## src/rtl/type_matcher_if.sv

```systemverilog
// Lookup, rule-configuration and result bundle between the parse loop and type_matcher.
// The master side (header buffer / config agent) drives lookups and rule writes; the slave is the matcher.
interface type_matcher_if #(
  parameter int RULES = 16
);
  localparam int AW = (RULES > 1) ? $clog2(RULES) : 1;

  logic [44:0]   type_in;
  logic          type_in_valid;
  logic          cfg_wr;
  logic [AW-1:0] cfg_addr;
  logic [88:0]   cfg_data;
  logic [19:0]   addr_out;
  logic          addr_out_valid;
  logic          done_valid;
  logic [4:0]    done_ramID;
  logic [7:0]    done_state;
  logic [1:0]    done_code;

  modport master (
    output type_in, type_in_valid, cfg_wr, cfg_addr, cfg_data,
    input  addr_out, addr_out_valid, done_valid, done_ramID, done_state, done_code
  );

  modport slave (
    input  type_in, type_in_valid, cfg_wr, cfg_addr, cfg_data,
    output addr_out, addr_out_valid, done_valid, done_ramID, done_state, done_code
  );
endinterface

```

## src/rtl/type_matcher.sv

```systemverilog
// Three-stage value/mask rule matcher issuing the next header extraction or a completion record.
// Optional macro TYPE_MATCHER_HOPLIMIT_EN adds per-ramID hop counters and the hop-limit abort.
module type_matcher #(
  parameter int RULES    = 16,
  parameter int MAX_HOPS = 8
) (
  input logic          clk,
  input logic          reset,
  type_matcher_if.slave bus
);
  localparam int AW = (RULES > 1) ? $clog2(RULES) : 1;

  typedef enum logic [1:0] {
    CODE_TERMINAL = 2'b00,
    CODE_MISS     = 2'b01,
    CODE_HOPLIMIT = 2'b10
  } done_code_e;

  if (RULES < 1 || RULES > 16 || MAX_HOPS < 1 || MAX_HOPS > 15) begin : g_param_check
    $error("type_matcher: RULES must be 1..16 and MAX_HOPS 1..15");
  end

  // ---------------------------------------------------------------- rule table
  logic [RULES-1:0] rule_vld_q;
  logic [7:0]       rule_state_q [RULES];
  logic [31:0]      rule_value_q [RULES];
  logic [31:0]      rule_mask_q  [RULES];
  logic [15:0]      rule_act_q   [RULES];  // {next_state, next_offset, last}

  // NOTE: only the valid bits need a reset; the bulk rule fields are plain storage
  // that is never observed while the entry is invalid, so they stay reset-free.
  always_ff @(posedge clk or negedge reset) begin
    if (!reset) begin
      rule_vld_q <= '0;
    end else if (bus.cfg_wr) begin
      rule_vld_q[bus.cfg_addr] <= bus.cfg_data[88];
    end
  end

  always_ff @(posedge clk) begin
    if (bus.cfg_wr) begin
      rule_state_q[bus.cfg_addr] <= bus.cfg_data[87:80];
      rule_value_q[bus.cfg_addr] <= bus.cfg_data[79:48];
      rule_mask_q[bus.cfg_addr]  <= bus.cfg_data[47:16];
      rule_act_q[bus.cfg_addr]   <= bus.cfg_data[15:0];
    end
  end

  // ---------------------------------------------------------------- stage 1
  logic [RULES-1:0] match_d;

  // NOTE: combinational blocks use blocking '=' and assign every output a default
  // first, so no path leaves a value held and no latch is inferred.
  always_comb begin
    match_d = '0;
    for (int i = 0; i < RULES; i++) begin
      match_d[i] = rule_vld_q[i]
                && (rule_state_q[i] == bus.type_in[7:0])
                && (((bus.type_in[39:8] ^ rule_value_q[i]) & rule_mask_q[i]) == 32'h0);
    end
  end

  logic             s1_vld_q;
  logic [RULES-1:0] s1_match_q;
  logic [4:0]       s1_ramid_q;
  logic [7:0]       s1_state_q;
  // Action fields are read one cycle after matching; a write landing in the match
  // cycle keeps the overwritten action here so that lookup still sees the old rule.
  logic             wr_q;
  logic [AW-1:0]    wr_addr_q;
  logic [15:0]      wr_old_act_q;

  // NOTE: sequential state always uses non-blocking '<=' so every register samples
  // pre-edge values regardless of block ordering.
  always_ff @(posedge clk or negedge reset) begin
    if (!reset) begin
      s1_vld_q <= 1'b0;
      wr_q     <= 1'b0;
    end else begin
      s1_vld_q <= bus.type_in_valid;
      wr_q     <= bus.cfg_wr;
    end
  end

  always_ff @(posedge clk) begin
    s1_match_q <= match_d;
    s1_ramid_q <= bus.type_in[44:40];
    s1_state_q <= bus.type_in[7:0];
    wr_addr_q  <= bus.cfg_addr;
    if (bus.cfg_wr) wr_old_act_q <= rule_act_q[bus.cfg_addr];
  end

  // ---------------------------------------------------------------- stage 2
  logic [AW-1:0] sel_idx;
  logic          sel_hit;
  logic [15:0]   sel_act;

  always_comb begin
    sel_idx = '0;
    sel_hit = 1'b0;
    for (int i = RULES - 1; i >= 0; i--) begin
      if (s1_match_q[i]) begin
        sel_idx = AW'(i);
        sel_hit = 1'b1;
      end
    end
    sel_act = (wr_q && (wr_addr_q == sel_idx)) ? wr_old_act_q : rule_act_q[sel_idx];
  end

  logic       s2_vld_q;
  logic       s2_hit_q;
  logic [4:0] s2_ramid_q;
  logic [7:0] s2_state_q;
  logic [7:0] s2_next_q;
  logic [6:0] s2_off_q;
  logic       s2_last_q;

  always_ff @(posedge clk or negedge reset) begin
    if (!reset) s2_vld_q <= 1'b0;
    else        s2_vld_q <= s1_vld_q;
  end

  always_ff @(posedge clk) begin
    s2_hit_q   <= sel_hit;
    s2_ramid_q <= s1_ramid_q;
    s2_state_q <= s1_state_q;
    s2_next_q  <= sel_act[15:8];
    s2_off_q   <= sel_act[7:1];
    s2_last_q  <= sel_act[0];
  end

  // ---------------------------------------------------------------- stage 3
`ifdef TYPE_MATCHER_HOPLIMIT_EN
  localparam logic [3:0] MAX_HOPS_C = 4'(MAX_HOPS);
  logic [3:0] hops_q [32];
  logic [3:0] hop_cnt;

  assign hop_cnt = hops_q[s2_ramid_q];
`endif

  logic       emit_addr_d;
  logic       emit_done_d;
  done_code_e code_d;
  logic [7:0] final_state_d;

  always_comb begin
    emit_addr_d   = 1'b0;
    emit_done_d   = 1'b0;
    code_d        = CODE_TERMINAL;
    final_state_d = s2_state_q;
    if (s2_vld_q) begin
      if (!s2_hit_q) begin
        emit_done_d = 1'b1;
        code_d      = CODE_MISS;
      end else if (s2_last_q) begin
        emit_done_d   = 1'b1;
        final_state_d = s2_next_q;
      end else begin
`ifdef TYPE_MATCHER_HOPLIMIT_EN
        if (hop_cnt == MAX_HOPS_C) begin
          emit_done_d = 1'b1;
          code_d      = CODE_HOPLIMIT;
        end else
`endif
        emit_addr_d = 1'b1;
      end
    end
  end

`ifdef TYPE_MATCHER_HOPLIMIT_EN
  // Every completion ends the packet's parse, so any done clears its counter.
  always_ff @(posedge clk or negedge reset) begin
    if (!reset) begin
      for (int i = 0; i < 32; i++) hops_q[i] <= 4'd0;
    end else if (emit_addr_d) begin
      hops_q[s2_ramid_q] <= hop_cnt + 4'd1;
    end else if (emit_done_d) begin
      hops_q[s2_ramid_q] <= 4'd0;
    end
  end
`endif

  logic [19:0] addr_out_q;
  logic        addr_out_valid_q;
  logic        done_valid_q;
  logic [4:0]  done_ramid_q;
  logic [7:0]  done_state_q;
  logic [1:0]  done_code_q;

  always_ff @(posedge clk or negedge reset) begin
    if (!reset) begin
      addr_out_q       <= '0;
      addr_out_valid_q <= 1'b0;
      done_valid_q     <= 1'b0;
      done_ramid_q     <= '0;
      done_state_q     <= '0;
      done_code_q      <= '0;
    end else begin
      addr_out_valid_q <= emit_addr_d;
      done_valid_q     <= emit_done_d;
      if (emit_addr_d) addr_out_q <= {s2_next_q, s2_ramid_q, s2_off_q};
      if (emit_done_d) begin
        done_ramid_q <= s2_ramid_q;
        done_state_q <= final_state_d;
        done_code_q  <= code_d;
      end
    end
  end

  assign bus.addr_out       = addr_out_q;
  assign bus.addr_out_valid = addr_out_valid_q;
  assign bus.done_valid     = done_valid_q;
  assign bus.done_ramID     = done_ramid_q;
  assign bus.done_state     = done_state_q;
  assign bus.done_code      = done_code_q;
endmodule

```

## src/flat_wrapper.sv

```systemverilog
// flat-port wrapper written by rule: the top's interface ports become plain ports
module type_matcher_flat 
#(
  parameter int RULES    = 16,
  parameter int MAX_HOPS = 8
)
  (clk, reset, bus_type_in, bus_type_in_valid, bus_cfg_wr, bus_cfg_addr, bus_cfg_data, bus_addr_out, bus_addr_out_valid, bus_done_valid, bus_done_ramID, bus_done_state, bus_done_code);
  type_matcher_if #(.RULES(RULES)) bus_i ();
  input logic clk;
  input logic reset;
  input wire logic [$bits(bus_i.type_in)-1:0] bus_type_in;
  input wire logic [$bits(bus_i.type_in_valid)-1:0] bus_type_in_valid;
  input wire logic [$bits(bus_i.cfg_wr)-1:0] bus_cfg_wr;
  input wire logic [$bits(bus_i.cfg_addr)-1:0] bus_cfg_addr;
  input wire logic [$bits(bus_i.cfg_data)-1:0] bus_cfg_data;
  output wire logic [$bits(bus_i.addr_out)-1:0] bus_addr_out;
  output wire logic [$bits(bus_i.addr_out_valid)-1:0] bus_addr_out_valid;
  output wire logic [$bits(bus_i.done_valid)-1:0] bus_done_valid;
  output wire logic [$bits(bus_i.done_ramID)-1:0] bus_done_ramID;
  output wire logic [$bits(bus_i.done_state)-1:0] bus_done_state;
  output wire logic [$bits(bus_i.done_code)-1:0] bus_done_code;
  assign bus_i.type_in = bus_type_in;
  assign bus_i.type_in_valid = bus_type_in_valid;
  assign bus_i.cfg_wr = bus_cfg_wr;
  assign bus_i.cfg_addr = bus_cfg_addr;
  assign bus_i.cfg_data = bus_cfg_data;
  assign bus_addr_out = bus_i.addr_out;
  assign bus_addr_out_valid = bus_i.addr_out_valid;
  assign bus_done_valid = bus_i.done_valid;
  assign bus_done_ramID = bus_i.done_ramID;
  assign bus_done_state = bus_i.done_state;
  assign bus_done_code = bus_i.done_code;
  type_matcher #(.RULES(RULES), .MAX_HOPS(MAX_HOPS)) u_core (.clk(clk), .reset(reset), .bus(bus_i));
endmodule
```

## config.mk

```make
export PLATFORM = sky130hd
export DESIGN_NAME = type_matcher_flat
export DESIGN_NICKNAME = d
export VERILOG_FILES = /design/src/rtl/type_matcher_if.sv /design/src/rtl/type_matcher.sv /design/src/flat_wrapper.sv
export SDC_FILE = /design/constraint.sdc
export NUM_CORES = 2
export LEC_CHECK = 0
export BUFFER_PORTS_ARGS = -buffer_cell sky130_fd_sc_hd__buf_4
export CAP_MARGIN = 40
export CORE_ASPECT_RATIO = 0.7
export CORE_UTILIZATION = 50
export DETAILED_ROUTE_END_ITERATION = 10
export PLACE_DENSITY = 0.69
export SYNTH_ARGS = -nofsm -noshare
export SYNTH_HDL_FRONTEND = slang
export SYNTH_SLANG_ARGS = --single-unit
```

## constraint.sdc

```tcl
create_clock -name clk -period 2.5 [get_ports clk]
set_input_delay 0.125 -clock clk [delete_from_list [all_inputs] [get_ports clk]]
set_output_delay 0.125 -clock clk [all_outputs]
set_load 0.005 [all_outputs]
```

# --- After elaboration in Yosys (flattened, before gate mapping) ---
# Memory sizes are Yosys's and may differ from the RTL's. A register that Yosys moved wholly into a read port is not among the register bits.
# Index checks and enable logic that the tools add are counted.
word_totals:
  mem_bits_ro: 0
  ramBits: 1408
  wordCells: 160
  latch_bits: 0
  memories: 4
  output_inout_bits: 37
  ff_bits: 119
  inputBits: 142
op_classes:
  n_addsub: 0
  n_lt_le_gt_ge: 2
  n_shift: 0
  mul: 0
  reduce_logical: 51
  div: 0
  mux: 34
  n_eq_ne: 17
  bitwise: 32
mem_list:
  columns: ["name", "words", "width", "rd", "rd_clocked_by_memory_dff", "wr", "line_no", "rtl"]
  rows:
  - ["u_core.rule_mask_q", 16, 32, 16, 0, 1, "type_matcher.sv:27", "logic [31:0] rule_mask_q [RULES];"]
  - ["u_core.rule_value_q", 16, 32, 16, 0, 1, "type_matcher.sv:26", "logic [31:0] rule_value_q [RULES];"]
  - ["u_core.rule_act_q", 16, 16, 2, 1, 1, "type_matcher.sv:28", "logic [15:0] rule_act_q [RULES];"]
  - ["u_core.rule_state_q", 16, 8, 16, 0, 1, "type_matcher.sv:25", "logic [7:0] rule_state_q [RULES];"]
op_table:
  columns: ["operator", "n"]
  rows:
  - ["32-bit AND", 16]
  - ["32-bit zero test", 16]
  - ["32-bit bitwise XOR", 16]
  - ["8-bit equality test", 16]
  - ["4-bit 2-to-1 mux", 16]
  - ["1-bit logical AND", 34]
  - ["8-bit 2-to-1 mux", 3]
  - ["16-bit bitwise mux", 1]
  - ["16-bit 2-to-1 mux", 1]
  - ["15-bit OR reduction", 1]
  - ["1-bit 2-to-1 mux", 11]
  - ["4-bit by 5-bit less-than comparator with 1-bit output, second input constant", 1]
  - ["1-bit demux with 4-bit select", 1]
  - ["4-bit equality test", 1]
  - ["4-bit by 1-bit >= comparator with 1-bit output, second input constant", 1]
  - ["2-bit 2-to-1 mux", 1]

# --- Depth between registers and ports, before layout ---
logic_depth:
  depth_word: 19
  ltp_mapped: 10
  mapped_depth_nobuf: 7

# --- Least setup slack after synthesis ---
# OpenSTA, ideal clock, no wires.
synth_path:
  kind: "input port to flip-flop"
  startpoint: "input bus_cfg_addr[0]"
  endpoint: "register u_core.rule_vld_q[3]"
  setup_ns: 0.095
  arrival_ns: 8.159
  path_stages: 6
  required_time_ns: 2.405
  n_path_buf: 3
  slack_ns: -5.754
  path_cell_list: "clkbuf_1 clkbuf_1 clkbuf_1 nand3_1 nor3_1 mux2_2"
synth_via:
  elab_chain_len: 5
  elab_cells_between_ends: 6
  classes_between: "2 x order compare; 3 x mux; 1 x reduce/logical"
synth_lines:
  columns: ["item", "line_no", "rtl"]
  rows:
  - ["start, declared", "flat_wrapper.sv:14", "input wire logic [$bits(bus_i.cfg_addr)-1:0] bus_cfg_addr;"]
  - ["4-bit by 5-bit less-than comparator with 1-bit output (implied by the code) or 4-bit by 1-bit >= comparator with 1-bit output (tied branches)", "type_matcher.sv:36", "rule_vld_q[bus.cfg_addr] <= bus.cfg_data[88];"]
  - ["1-bit logical AND (implied by the code)", "type_matcher.sv:36", null]
  - ["1-bit 2-to-1 mux (implied by the code)", "type_matcher.sv:36", null]
  - ["1-bit demux with 4-bit select *", null, null]
  - ["16-bit bitwise mux *", "type_matcher.sv:36", null]
  - ["end signal, assigned by index", "type_matcher.sv:36", null]
  - ["end, declared", "type_matcher.sv:24", "logic [RULES-1:0] rule_vld_q;"]
# Every way passes the cells marked *; elsewhere a longest branch is shown, timed or not.
# A chain may end at the register's enable or synchronous reset.

# --- Final worst setup path ---
layout_path:
  startpoint: "register u_core.s1_match_q[1]"
  endpoint: "register u_core.s2_off_q[1]"
layout_via:
  elab_chain_len: 5
  elab_cells_between_ends: 6
  classes_between: "1 x eq/ne; 3 x mux; 1 x reduce/logical; 1 x memory"
layout_lines:
  columns: ["item", "line_no", "rtl"]
  rows:
  - ["start, declared", "type_matcher.sv:64", "logic [RULES-1:0] s1_match_q;"]
  - ["start signal, assigned", "type_matcher.sv:86", "s1_match_q <= match_d;"]
  - ["4-bit 2-to-1 mux * (2 in series)", "type_matcher.sv:102", "if (s1_match_q[i]) begin"]
  - ["parallel branches: the longest is 2 deep, another holds memory read 16 x 16 bit", null, null]
  - ["16-bit 2-to-1 mux *", "type_matcher.sv:107", "sel_act = (wr_q && (wr_addr_q == sel_idx)) ? wr_old_act_q : rule_act_q[sel_idx];"]
  - ["via u_core.sel_act[2]", "type_matcher.sv:96", "logic [15:0] sel_act;"]
  - ["end signal, assigned", "type_matcher.sv:128", "s2_off_q <= sel_act[7:1];"]
  - ["end, declared", "type_matcher.sv:115", "logic [6:0] s2_off_q;"]
# Mark *: on every way through the listed nets, which the timed path passes.

==> results.cfg <==
[status]
status = finished, violations left
failed_checks = setup timing

[global_routing]
grt_max_degree = 71
grt_pass1_vias = 31500
globalRouteTotalUtil = 0.258
grt_pass1_wl_um = 224000
overflow = 0
antenna_found_initial = 12

[clocking]
cts.sinks = 1542
cts-root-buf = clkbuf_16
cts_made_buffers = 143
cts_tree = done
clk_pin_slew_worst_paths_ns = 0.06
insertion_delay_ns = 0.77
clk_path_buf_depth = 3
htree_num_levels = 4

[worst_setup_path]
crit_type = register to register
critPathCaptureType = register
cpLargestDelayFamily = simple AND/OR/NAND/NOR gates
crit_arrival_ns = 3.16
crit_required_ns = 3.15
worst-path-buf-inv = 4
crit_top_cell = buf_12
critical-path-max-stage-delay_ns = 0.57
crit_slowest_cell = or4_4
cp-start-kind = register
path_cells = or4_4 > nor3_4 > a21o_4 > buf_12 > buf_12 > xnor2_4 > o2111ai_4 > buf_12 > clkbuf_16 > nand4_1 > o21ai_1
cp_max_fo = 8

[cells_and_area]
drive_gt1_frac = 0.193
diodes = 0
layout_common_cells = 1,424 x edfxtp_1, 577 x xor2_1, 330 x buf_4
nets = 3958
area_growth_pct = 19.0
nFillCells = 8392
mostFrequentLayoutCell = edfxtp_1

[synthesis]
syn-num-nets = 3447
syn_inst = 3305
synth_compound_area_frac = 0.0596
ys.flop_type = edfxtp_1
yosys.area_share.simple = 0.0255
synth-edff-count = 1424
synth_area_leaders = edfxtp_1 72%, xor2_1 8.5%, mux4_2 3.1%
synth_largest_area_cell = edfxtp_1
muxShareOfSynthArea = 0.0452
yosysTopAreaCellShare = 0.717
synth_xor_area_frac = 0.0944
syn-mean-instance-area_sq_um = 18.1
seq_area_frac_synth = 0.761
synthAdderAreaFrac = 0
synthesis.area_sq_mm = 0.0597
synthArstFlopShare = 0.0357
ys_ff_latch = 1542
synth_cell_types = 56
synth_top_family_by_area = XOR/XNOR gates
yosysWarnings = 0

[drt]
wl_per_cell_um = 28.8
drtPass1Iterations = 7
vias_per_cell = 6.02
remaining_drc_errors = 0
drtIter0Drc = 4721
ant_nets = 0
via_count = 33000
wl_um = 158000

[timing]
rsz0062_at_grt = yes
fin_ws_ns = -0.0149
fin_crit_sh = 1.01
setup_tns_ns = -0.0553
skew_ns = 0.0210
setup_viol = 7
max_freq_mhz = 398
fin_crit_ns = 2.51
tightest_slew_ns = 0.770
whs_ns = 0.156
slew_viol_final = 0
hold_violations = 0
max-slew-margin-rel = 0.486

[pwr]
total_power_mw = 53.5
ir_drop_mv = 0.490
power-per-cell-area_mw_per_mm2 = 753
total_leakage_power_nw = 24.3

[placed_design]
dpl.hpwl_um = 97200
io_buffers = 177
place_congestion = 0.860

[floorplanning]
die_area_sq_mm = 0.121
die_h_um = 291
coreArea_sq_mm = 0.118
row_count = 105
io_pins = 179
start_util = 0.507
dieWidth_um = 415

[run]
drv_cap = 0

[hold_path]
hold_path_class = primary input to register
cell families (layout without fill, tap and decap cells):
kind of cell | count (synthesis) | after routing
AND/OR/NAND/NOR | 303 | 303
multiplexers | 166 | 166
AO/OA/AOI/OAI | 434 | 435
flip-flops | 1542 | 1542
XOR/XNOR | 643 | 643
buffers and inverters | 216 | 839
other | 1 | 1
state kept, by name, summed over array words and instances (netlist names), 4 cells and up:
name                   flops
u_core.bus.done_ramID      5
u_core.s2_next_q           8
u_core.rule_value_q      512
u_core.bus.done_state      8
u_core.wr_old_act_q       16
u_core.s1_match_q         16
u_core.s1_ramid_q          5
u_core.rule_vld_q         16
u_core.s2_ramid_q          5
u_core.rule_state_q      128
u_core.bus.addr_out       20
u_core.wr_addr_q           4
u_core.rule_act_q        256
u_core.s2_state_q          8
u_core.s2_off_q            7
u_core.s1_state_q          8
u_core.rule_mask_q       512
timing repair:
action                                 in CTS  in global routing
hold buffers                              117                  0
pin swaps                                   0                 20
setup endpoints to repair                  12                 17
gates cloned                                1                  7
endpoints found under the hold margin    1530                  0
setup buffers                               1                 10
gates resized for setup                     5                 60
report_power, final:
part	total (mW)	leakage [nW]	internal (mW)	switching (mW)
registers	29.0	14.1	28.8	0.247
logic	3.03	7.94	1.18	1.85
clock network	21.4	2.23	12.0	9.46
total	53.5	24.3	41.9	11.6
metrics by stage:
stage          utilization  std cells  worst slack [ns]  area [sq um]
3_3_place_gp         0.550       5084           0.00212         64700
4_1_cts              0.599       5462          0.000635         70500
3_5_place_dp         0.550       5085           -0.0318         64700
2_1_floorplan            -       3305             -1.13         59900
6_report             0.603       5480           -0.0149         71000
5_1_grt              0.603       5480            -0.146         71000
path summary, 6_finish.rpt:
path	slack, ns	depth (start not counted)	from	endpoint
worst max register to register	-0.01	11	u_core.s1_match_q[1]	u_core.s2_off_q[1]
worst min register to register	0.33	0	u_core.s1_state_q[5]	u_core.s2_state_q[5]
min in group asynchronous	0.45	4	reset	u_core.bus.done_state[7]
worst max-delay path	-0.01	11	u_core.s1_match_q[1]	u_core.s2_off_q[1]
max in group asynchronous	1.07	5	reset	u_core.rule_vld_q[11]
worst min-delay path	0.16	2	bus_cfg_wr	u_core.wr_q
cells in the mapped netlist (all sizes together) (2+ instances only):
library cell and number:
edfxtp 1424, xor2 577, nand2 131, clkbuf 117, a221oi 114, a22o 112, mux4 81, a211oi 74
mux2i 67, xnor2 66, nand4 64, dfxtp 63, inv 62, dfrtp 55, buf 37, nor4 36
a2111oi 28, o21ai 24, nor2 20, mux2 18, nand3 18, a222oi 16, a32oi 15, a22oi 14
a21oi 12, nand3b 10, o22ai 9, nor3 8, or4 4, nand2b 3, or3 3, a21o 2
nor2b 2, o2111ai 2, o22a 2
cell type report:
type	instances	area [sq um]	share of cell area
sequential	1542	45400	0.640
multi-input combinational	1548	13800	0.195
timing repair buffer	519	5040	0.0710
clock buffer	188	3880	0.0547
tap	1551	1940	0.0273
clock inverter	70	681	0.00959
inverter	62	233	0.00328
per-layer routing:
layer / routed length, um / vias to the layer above / track usage
met5: 24 / - / 0
met4: 2780 / 4 / 0.0624
met3: 16900 / 202 / 0.0490
met2: 67300 / 1846 / 0.365
met1: 70600 / 17000 / 0.410
li1: - / 14000 / -
(Power assumes the default switching activity.)
